## config.mk

```make
export PLATFORM = sky130hd
export DESIGN_NAME = alu_issue_stage_flat
export DESIGN_NICKNAME = d
export VERILOG_FILES = /design/src/rtl/alu_pkg.sv /design/src/rtl/alu_issue_stage_if.sv /design/src/rtl/alu_issue_fifo.sv /design/src/rtl/alu_issue_stage.sv /design/src/flat_wrapper.sv
export SDC_FILE = /design/constraint.sdc
export NUM_CORES = 2
export LEC_CHECK = 0
export BUFFER_PORTS_ARGS = -buffer_cell sky130_fd_sc_hd__clkbuf_2
export CAP_MARGIN = 25
export CORE_MARGIN = 5
export CORE_UTILIZATION = 30
export DETAILED_ROUTE_END_ITERATION = 8
export GPL_TIMING_DRIVEN = 0
export PLACE_DENSITY_LB_ADDON = 0.2
export SLEW_MARGIN = 20
export SYNTH_ARGS = -nofsm -noshare
export SYNTH_HDL_FRONTEND = slang
export SYNTH_HIERARCHICAL = 1
export SYNTH_SLANG_ARGS = --single-unit
```

## constraint.sdc

```tcl
create_clock -name clk_i -period 9.1 [get_ports clk_i]
set_clock_uncertainty 0.15 [all_clocks]
set_input_delay 1.82 -clock clk_i [delete_from_list [all_inputs] [get_ports clk_i]]
set_output_delay 1.82 -clock clk_i [all_outputs]
set_load 0.02 [all_outputs]
```

## src/rtl/alu_pkg.sv

```systemverilog
// Shared definitions for the ALU issue stage.
//   ALU_W       default operand/result width
//   ALU_OP_ADD  op encoding for add
//   ALU_OP_MUL  op encoding for mul
//   alu_req_t   one buffered request {op, a, b} at the default width
//   sat_inc32   32-bit increment that sticks at all-ones
package alu_pkg;

   localparam int unsigned ALU_W = 128;

   localparam logic ALU_OP_ADD = 1'b0;
   localparam logic ALU_OP_MUL = 1'b1;

   typedef struct packed {
      logic             op;
      logic [ALU_W-1:0] a;
      logic [ALU_W-1:0] b;
   } alu_req_t;

   function automatic logic [31:0] sat_inc32(input logic [31:0] cnt);
      return (cnt == '1) ? cnt : cnt + 32'd1;
   endfunction

endpackage

```

## src/rtl/alu_issue_stage_if.sv

```systemverilog
// Handshake and ALU operand/result bundle for alu_issue_stage.
// Signal names are as seen from the issue stage.
//   v_i/ready_o/op_i/a_i/b_i          request side
//   alu_op_o/alu_a_o/alu_b_o          operands driven to the ALU
//   alu_result_i                      combinational ALU result
//   v_o/ready_i/result_o/op_o         registered result side
// Modports: slave = issue stage, master = producer/consumer/ALU side.
interface alu_issue_stage_if #(
   parameter int unsigned W = alu_pkg::ALU_W
);

   logic         v_i;
   logic         ready_o;
   logic         op_i;
   logic [W-1:0] a_i;
   logic [W-1:0] b_i;
   logic         alu_op_o;
   logic [W-1:0] alu_a_o;
   logic [W-1:0] alu_b_o;
   logic [W-1:0] alu_result_i;
   logic         v_o;
   logic         ready_i;
   logic [W-1:0] result_o;
   logic         op_o;

   modport slave (
      input  v_i, op_i, a_i, b_i, alu_result_i, ready_i,
      output ready_o, alu_op_o, alu_a_o, alu_b_o, v_o, result_o, op_o
   );

   modport master (
      output v_i, op_i, a_i, b_i, alu_result_i, ready_i,
      input  ready_o, alu_op_o, alu_a_o, alu_b_o, v_o, result_o, op_o
   );

endinterface

```

## src/rtl/alu_issue_fifo.sv

```systemverilog
// Synchronous DEPTH-entry request FIFO, no fall-through.
//   clk_i, reset_i  clock, synchronous active-high reset
//   push_i, data_i  write request (ignored when full)
//   pop_i           remove head (ignored when empty)
//   data_o          current head entry
//   full_o, empty_o occupancy flags
// Pointers are log2(DEPTH) bits and wrap naturally; occupancy is a separate count.
module alu_issue_fifo
   import alu_pkg::*;
#(
   parameter type         T     = alu_req_t,
   parameter int unsigned DEPTH = 4
) (
   input  logic clk_i,
   input  logic reset_i,
   input  logic push_i,
   input  T     data_i,
   input  logic pop_i,
   output T     data_o,
   output logic full_o,
   output logic empty_o
);

   localparam int unsigned AW = $clog2(DEPTH);

   T              mem_q [DEPTH];
   T              mem_d [DEPTH];
   logic [AW-1:0] wr_ptr_q, wr_ptr_d;
   logic [AW-1:0] rd_ptr_q, rd_ptr_d;
   logic [AW:0]   count_q, count_d;
   logic          do_push, do_pop;

   always_comb begin
      full_o   = (count_q == (AW+1)'(DEPTH));
      empty_o  = (count_q == '0);
      do_push  = push_i && !full_o;
      do_pop   = pop_i && !empty_o;
      data_o   = mem_q[rd_ptr_q];

      mem_d    = mem_q;
      wr_ptr_d = wr_ptr_q;
      rd_ptr_d = rd_ptr_q;
      count_d  = count_q;

      if (do_push) begin
         mem_d[wr_ptr_q] = data_i;
         wr_ptr_d        = wr_ptr_q + AW'(1);
      end
      if (do_pop) begin
         rd_ptr_d = rd_ptr_q + AW'(1);
      end
      if (do_push && !do_pop) begin
         count_d = count_q + (AW+1)'(1);
      end else if (do_pop && !do_push) begin
         count_d = count_q - (AW+1)'(1);
      end
   end

   always_ff @(posedge clk_i) begin
      if (reset_i) begin
         wr_ptr_q <= '0;
         rd_ptr_q <= '0;
         count_q  <= '0;
      end else begin
         wr_ptr_q <= wr_ptr_d;
         rd_ptr_q <= rd_ptr_d;
         count_q  <= count_d;
      end
   end

   // Storage needs no reset: occupancy alone decides what is valid.
   always_ff @(posedge clk_i) begin
      mem_q <= mem_d;
   end

endmodule

```

## src/rtl/alu_issue_stage.sv

```systemverilog
// Operand issue stage in front of the combinational add/mul ALU.
// Buffers {op, a, b} requests, presents the head to the ALU, and captures the
// ALU result into a registered valid/ready output.
//   clk_i, reset_i  clock, synchronous active-high reset
//   bus             alu_issue_stage_if.slave: request, ALU and result signals
//   add_cnt_o, mul_cnt_o, stall_cnt_o
//                   saturating 32-bit perf counters, present only when
//                   ALU_ISSUE_PERF_EN is defined
module alu_issue_stage
   import alu_pkg::*;
#(
   parameter int unsigned W     = ALU_W,
   parameter int unsigned DEPTH = 4
) (
   input  logic                    clk_i,
   input  logic                    reset_i,
   alu_issue_stage_if.slave        bus
`ifdef ALU_ISSUE_PERF_EN
   ,
   output logic [31:0]             add_cnt_o,
   output logic [31:0]             mul_cnt_o,
   output logic [31:0]             stall_cnt_o
`endif
);

   typedef struct packed {
      logic         op;
      logic [W-1:0] a;
      logic [W-1:0] b;
   } req_t;

   req_t         push_data;
   req_t         head;
   logic         full, empty;
   logic         push, load;

   logic         v_q, v_d;
   logic [W-1:0] result_q, result_d;
   logic         op_q, op_d;
   // Last head seen, so the ALU inputs stay put while the FIFO is empty.
   req_t         hold_q, hold_d;

   alu_issue_fifo #(
      .T     (req_t),
      .DEPTH (DEPTH)
   ) u_fifo (
      .clk_i   (clk_i),
      .reset_i (reset_i),
      .push_i  (push),
      .data_i  (push_data),
      .pop_i   (load),
      .data_o  (head),
      .full_o  (full),
      .empty_o (empty)
   );

   always_comb begin
      push_data.op = bus.op_i;
      push_data.a  = bus.a_i;
      push_data.b  = bus.b_i;

      // Full blocks a push even if the head pops this cycle.
      bus.ready_o  = !full && !reset_i;
      push         = bus.v_i && bus.ready_o;
      load         = !empty && (!v_q || bus.ready_i);

      bus.alu_op_o = empty ? hold_q.op : head.op;
      bus.alu_a_o  = empty ? hold_q.a  : head.a;
      bus.alu_b_o  = empty ? hold_q.b  : head.b;

      bus.v_o      = v_q;
      bus.result_o = result_q;
      bus.op_o     = op_q;
   end

   always_comb begin
      v_d      = v_q;
      result_d = result_q;
      op_d     = op_q;
      hold_d   = hold_q;

      if (!empty) begin
         hold_d = head;
      end
      if (load) begin
         result_d = bus.alu_result_i;
         op_d     = head.op;
         v_d      = 1'b1;
      end else if (v_q && bus.ready_i) begin
         v_d = 1'b0;
      end
   end

   always_ff @(posedge clk_i) begin
      if (reset_i) begin
         v_q      <= 1'b0;
         result_q <= '0;
         op_q     <= 1'b0;
         hold_q   <= '0;
      end else begin
         v_q      <= v_d;
         result_q <= result_d;
         op_q     <= op_d;
         hold_q   <= hold_d;
      end
   end

`ifdef ALU_ISSUE_PERF_EN
   logic [31:0] add_cnt_q, add_cnt_d;
   logic [31:0] mul_cnt_q, mul_cnt_d;
   logic [31:0] stall_cnt_q, stall_cnt_d;

   always_comb begin
      add_cnt_d   = add_cnt_q;
      mul_cnt_d   = mul_cnt_q;
      stall_cnt_d = stall_cnt_q;
      if (load && (head.op == ALU_OP_ADD)) begin
         add_cnt_d = sat_inc32(add_cnt_q);
      end
      if (load && (head.op == ALU_OP_MUL)) begin
         mul_cnt_d = sat_inc32(mul_cnt_q);
      end
      if (v_q && !bus.ready_i) begin
         stall_cnt_d = sat_inc32(stall_cnt_q);
      end
   end

   always_ff @(posedge clk_i) begin
      if (reset_i) begin
         add_cnt_q   <= '0;
         mul_cnt_q   <= '0;
         stall_cnt_q <= '0;
      end else begin
         add_cnt_q   <= add_cnt_d;
         mul_cnt_q   <= mul_cnt_d;
         stall_cnt_q <= stall_cnt_d;
      end
   end

   always_comb begin
      add_cnt_o   = add_cnt_q;
      mul_cnt_o   = mul_cnt_q;
      stall_cnt_o = stall_cnt_q;
   end
`endif

endmodule

```

## src/flat_wrapper.sv

```systemverilog
// flat-port wrapper written by rule: the top's interface ports become plain ports
module alu_issue_stage_flat import alu_pkg::*;
#(
   parameter int unsigned W     = ALU_W,
   parameter int unsigned DEPTH = 4
)
  (clk_i, reset_i, bus_v_i, bus_op_i, bus_a_i, bus_b_i, bus_alu_result_i, bus_ready_i, bus_ready_o, bus_alu_op_o, bus_alu_a_o, bus_alu_b_o, bus_v_o, bus_result_o, bus_op_o);
  alu_issue_stage_if #(.W(W)) bus_i ();
  input  logic clk_i;
  input  logic reset_i;
  input wire logic [$bits(bus_i.v_i)-1:0] bus_v_i;
  input wire logic [$bits(bus_i.op_i)-1:0] bus_op_i;
  input wire logic [$bits(bus_i.a_i)-1:0] bus_a_i;
  input wire logic [$bits(bus_i.b_i)-1:0] bus_b_i;
  input wire logic [$bits(bus_i.alu_result_i)-1:0] bus_alu_result_i;
  input wire logic [$bits(bus_i.ready_i)-1:0] bus_ready_i;
  output wire logic [$bits(bus_i.ready_o)-1:0] bus_ready_o;
  output wire logic [$bits(bus_i.alu_op_o)-1:0] bus_alu_op_o;
  output wire logic [$bits(bus_i.alu_a_o)-1:0] bus_alu_a_o;
  output wire logic [$bits(bus_i.alu_b_o)-1:0] bus_alu_b_o;
  output wire logic [$bits(bus_i.v_o)-1:0] bus_v_o;
  output wire logic [$bits(bus_i.result_o)-1:0] bus_result_o;
  output wire logic [$bits(bus_i.op_o)-1:0] bus_op_o;
  assign bus_i.v_i = bus_v_i;
  assign bus_i.op_i = bus_op_i;
  assign bus_i.a_i = bus_a_i;
  assign bus_i.b_i = bus_b_i;
  assign bus_i.alu_result_i = bus_alu_result_i;
  assign bus_i.ready_i = bus_ready_i;
  assign bus_ready_o = bus_i.ready_o;
  assign bus_alu_op_o = bus_i.alu_op_o;
  assign bus_alu_a_o = bus_i.alu_a_o;
  assign bus_alu_b_o = bus_i.alu_b_o;
  assign bus_v_o = bus_i.v_o;
  assign bus_result_o = bus_i.result_o;
  assign bus_op_o = bus_i.op_o;
  alu_issue_stage #(.W(W), .DEPTH(DEPTH)) u_core (.clk_i(clk_i), .reset_i(reset_i), .bus(bus_i));
endmodule
```

## Word level (Yosys, flattened, before mapping)

Cells that the tools add are included.

- Register bits: 1422
- Bits of input ports: 389
- Output and inout bits: 388
- Word-level logic and storage cells: 63

- Add/subtract/negate cells: 4
- $lt $le $gt $ge: 3
- Equality and inequality tests: 1
- Multiplexer cells: 13
- Bitwise operators: 2
- Reductions and logical operators: 19

Operators with widths:

| operator | number |
|---|---|
| 1028-bit bitwise mux | 1 |
| 257-bit 2-to-1 mux | 3 |
| 257-bit binary-select mux with 2-bit select | 1 |
| 257-bit demux with 2-bit select | 1 |
| 128-bit 2-to-1 mux | 2 |
| 1-bit logical AND | 9 |
| 3-bit >= comparator (second input constant) | 2 |
| 1-bit logical NOT | 6 |
| 3-bit 2-to-1 mux | 2 |
| 2-bit inverter with 3-bit output | 2 |
| 2-bit by 1-bit adder with 2-bit output (second input constant) | 2 |
| 2-bit nonzero test | 2 |
| 3-bit by 1-bit adder with 3-bit output (second input constant) | 1 |
| 3-bit == test (second input constant) | 1 |
| 3-bit logical NOT | 1 |
| 3-bit by 1-bit < comparator with 1-bit output (second input constant) | 1 |
| 1-bit 2-to-1 mux | 3 |
| 3-bit by 1-bit subtractor with 3-bit output (second input constant) | 1 |
| 1-bit logical OR | 1 |

## Longest topological paths before layout

- Depth in word-level cells: 9
- Depth in mapped cells: 12
- Gate-level depth less buffers: 11

## Modules after synthesis

The synthesis kept the hierarchy.

Modules (own cells, without submodules):

| module | instances | cells an instance | area each (um2) | sequential area each (um2) |
|---|---|---|---|---|
| alu_issue_fifo | 1 | 1387 | 37521.0 | 31009.7 |
| alu_issue_stage | 1 | 1394 | 16668.5 | 7747.4 |

## Worst setup path before layout

No wires, ideal clock.

- Path type: input to register
- Start point: in reset_i
- End point: reg u_core/u_fifo/mem_q[0] in the netlist's numbering (enable)
- Library setup time: 0.651 ns
- Arrival: 8.844 ns
- Required time: 8.299 ns
- Path slack: -0.544 ns
- Stages on the path: 7
- Buffers on the path: 2
- Cells stage by stage: buf_2 > clkbuf_1 > nor2_1 > and2_1 > inv_1 > nor2_1 > and2_1

- Word-level cells in the longest chain between the ends: 4

Ends and longest elaborated chain:

| what | line | source |
|---|---|---|
| start: declaration | flat_wrapper.sv:10 | `input logic reset_i;` |
| 1-bit logical NOT | alu_issue_stage.sv:63 | `bus.ready_o = !full && !reset_i;` |
| 1-bit logical AND | alu_issue_stage.sv:63 |  |
| via bus_ready_o | flat_wrapper.sv:17 | `output wire logic [$bits(bus_i.ready_o)-1:0] bus_ready_o;` |
| 1-bit logical AND | alu_issue_stage.sv:64 | `push = bus.v_i && bus.ready_o;` |
| via u_core.push | alu_issue_stage.sv:35 | `logic push, load;` |
| 1-bit logical AND | alu_issue_fifo.sv:36 | `do_push = push_i && !full_o;` |
| via u_core.u_fifo.do_push | alu_issue_fifo.sv:31 | `logic do_push, do_pop;` |
| end signal: assignment | alu_issue_fifo.sv:73 | `mem_q <= mem_d;` |
| end: declaration | alu_issue_fifo.sv:26 | `T mem_q [DEPTH];` |

The timed path passes the listed nets, and every way through them passes these cells.
A chain may end at the register's enable or synchronous reset.

## Final worst setup path

- Start point: in reset_i
- End point: out bus_ready_o

- Word-level cells in the longest chain between the ends: 2

Ends and longest elaborated chain:

| what | line |
|---|---|
| 1-bit logical NOT | alu_issue_stage.sv:63 |
| 1-bit logical AND | alu_issue_stage.sv:63 |
| end: declaration | flat_wrapper.sv:17 |

No other way between the ends.

==> key figures <==
Pwr
  – PD cells: 348.6 mW/mm^2
  – Leakage power: 24.61 nW
  – VDD IR-drop max: 0.2471 mV

GRT
  – Antenna violations before repair: 45
  – Vias in the first global route: 29.39k
  – Global Route met3 Usage: 0.03841
  – Total Routing Usage GR: 0.1530
  – Met1 usage in global routing: 0.1762
  – Grt met2 use: 0.2745
  – Aggregate global routing overflow: 0
  – Grt peak-use layer: met2
  – Global-route wire length before repair: 213100 um
  – Largest net degree at the start of global routing: 42

Setup path
  – Top cell family by delay on the critical path: buffers and inverters
  – Crit path kind: input pin to primary output
  – Cell mode on critical path: clkbuf_2
  – Crit-path cells: clkbuf_2 -> buf_2 -> clkbuf_1 -> nor2_1 -> clkbuf_2
  – Buffers & Inverters on Critical Path: 4
  – Startpoint type of the worst setup path: input pin
  – Worst Path Required: 7.13 ns
  – Crit Path Max Fanout: 12
  – CP Data Arrival Time: 3.26 ns
  – Flop-to-flop setup slack: 5.65 ns
  – CP endpoint kind: primary output
  – Worst path max stage delay: 0.51 ns
  – Slowest-stage cell, CP: clkbuf_1

Synth
  – Mapped Nets: 3176
  – Seq/Total Area, Yosys: 0.7152
  – Cells after Synth: 2781
  – Count of cell types in the netlist: 26
  – Synthesized area: 0.05419 sq mm
  – Yosys warning count: 6
  – FF+latch count, synth: 1422
  – Mean Syn Cell Area: 19.49 sq um

Placed design
  – Worst slack, placed: 3.371 ns
  – Placer Congestion: 0.7793
  – PortBufs: 776
  – Post-detail-place hpwl: 102400 um

STA
  – RSZ-0062 raised after global routing: false
  – Min Tclk post-route: 5.232 ns
  – Final WS setup: 3.868 ns
  – Final Max Tran Viols: 0
  – Final Hold Fails: 0
  – Normalized max-slew margin: 0.4574
  – Final hold slack: 0.3230 ns
  – Number of setup violations in the final report: 0
  – Worst-Margin Slew: 0.8139 ns
  – Final Cycle Share: 0.5749
  – Max Clock Freq: 191.1 MHz

Clock network
  – CTS tree: yes
  – CTS max path bufs: 3
  – Post-CTS Resized: 0
  – Post CTS Setup Buffer Count: 0
  – Clock transition at path regs: 0.06 ns
  – Post-CTS Hold Fix Bufs: 0
  – Worst skew pair latency: 0.78 ns
  – # clock sinks: 1422
  – H-tree levels: 4
  – CTS Buf Count: 159
  – CTS Root Cell: clkbuf_16

Floorplan
  – Die ar.: 0.1892 sq mm
  – Die W: 435.0 um
  – Die H: 435.0 um
  – Core ar.: 0.1802 sq mm
  – # rows: 156
  – Ports: 777
  – Starting Density: 0.3008

Detailed routing
  – DRT Wirelength: 147200 um
  – Vias: 27.49k
  – Wire per inst: 23.47 um
  – DRC: 0
  – Vias/cell: 4.384
  – Drt pass-1 iters: 5
  – Post-route ant nets: 0
  – Starting DRC count in detailed routing: 1449

Run
  – Max_cap viols: 0

Hold path
  – Min-delay worst type: flop to flop

Final layout
  – Layout cell share with drive strength beyond 1: 0.4307
  – Fin nets: 4143
  – Fillers: 16.91k
  – Leading cell type in the layout, fill and taps excluded: edfxtp_1
  – Multi-input logic area: 0.01431 sq mm
  – Most frequent cells in the layout: 1028 x edfxtp_1, 777 x clkbuf_2, 394 x dfxtp_1, 261 x nand2b_1, 258 x nor2b_1
  – Reg area: 0.03876 sq mm
  – Syn-to-layout area delta: 23.74%

Outcome
  – Status: finished, final reports clean
[kinds of logic after synthesis]
group           count (synthesis)  synth area share
mux                           645            0.1996
flops                        1422            0.7152
buf+inv                       163           0.02090
simple gates                  534           0.06137
compound gates                  7         0.0007620
xor+xnor                        4         0.0006464
fa+ha+maj                       6          0.001524
[state kept, by name, summed over array words and instances (netlist names)]
signal	count
u_core/u_fifo/wr_ptr_q	2
u_core/u_fifo/rd_ptr_q	2
u_core/bus.op_o	1
u_core/hold_q	257
u_core/u_fifo/count_q	3
u_core/bus.v_o	1
u_core/bus.result_o	128
u_core/u_fifo/mem_q	1028
[synthesized netlist by cell type (all sizes together)]
library cell  instances  area [sq um]
inv                   4         15.01
dfxtp               394          7888
buf                 102         903.4
mux2i               131          1311
nand2b              261          1633
xor2                  4         35.03
a21oi                 3         15.01
ha                    5         62.56
nor3                  1         5.000
mux4                257          5788
edfxtp             1028         30870
nor2                  6         22.52
or3                   2         12.51
fa                    1         20.02
o31ai                 1         7.510
clkbuf               57         214.0
mux2                257          3716
and2                  5         31.28
o311ai                1         8.760
nor2b               258          1614
o21ai                 2         10.01
nor3b                 1         7.510
[area by class of cell]
class | instances | area share
Sequential cell | 1422 | 0.5780
Multi-Input combinational cell | 1196 | 0.2134
Timing Repair Buffer | 806 | 0.06900
Clock buffer | 223 | 0.06779
Tap cell | 2370 | 0.04422
Buffer | 159 | 0.01668
Clock inverter | 74 | 0.01004
Antenna cell | 17 | 0.0006344
Inverter | 4 | 0.0002239
[path summary, 6_finish.rpt]
check                                              start                 endpoint  depth (start not counted)
worst max-delay path                             reset_i              bus_ready_o                          5
worst min-delay path             u_core/bus.result_o[76]  u_core/bus.result_o[76]                          2
worst max register to register  u_core/u_fifo/count_q[0]  u_core/u_fifo/mem_q[74]                         10
worst min register to register   u_core/bus.result_o[76]  u_core/bus.result_o[76]                          2
[power by group]
group	switching, mW	internal, mW	total, mW
sequential	0.259	7.80	8.05
combinational	4.98	3.99	8.97
clock	2.63	3.73	6.35
total	7.86	15.5	23.4
[worst min-delay path, cell delays in order (launching register included)]
cell      delay (ns)
dfxtp_1         0.31
nand2b_1        0.06
mux2i_1         0.05
[stage by stage]
step / TNS, ns / power (mW) / cells / instance area, sq um / utilization
detailed placement: 0 / 17.42 / 5957 / 61790 / 0.3430
global route: 0 / 24.53 / 6265 / 67040 / 0.3721
CTS: 0 / 23.90 / 6254 / 67010 / 0.3720
finish: 0 / 23.37 / 6271 / 67050 / 0.3722
global placement: -1524.09 / 17.40 / 5927 / 61040 / 0.3388
floorplan: 0 / 14.39 / 2781 / 54190 / -
[metal layers]
layer / wire [um] / vias to the layer above
li1: - / 12600
met1: 57840 / 13990
met2: 76880 / 638
met3: 7319 / 255
met4: 5009 / 14
met5: 109 / -
No activity file was read; power rests on OpenSTA's default activity.
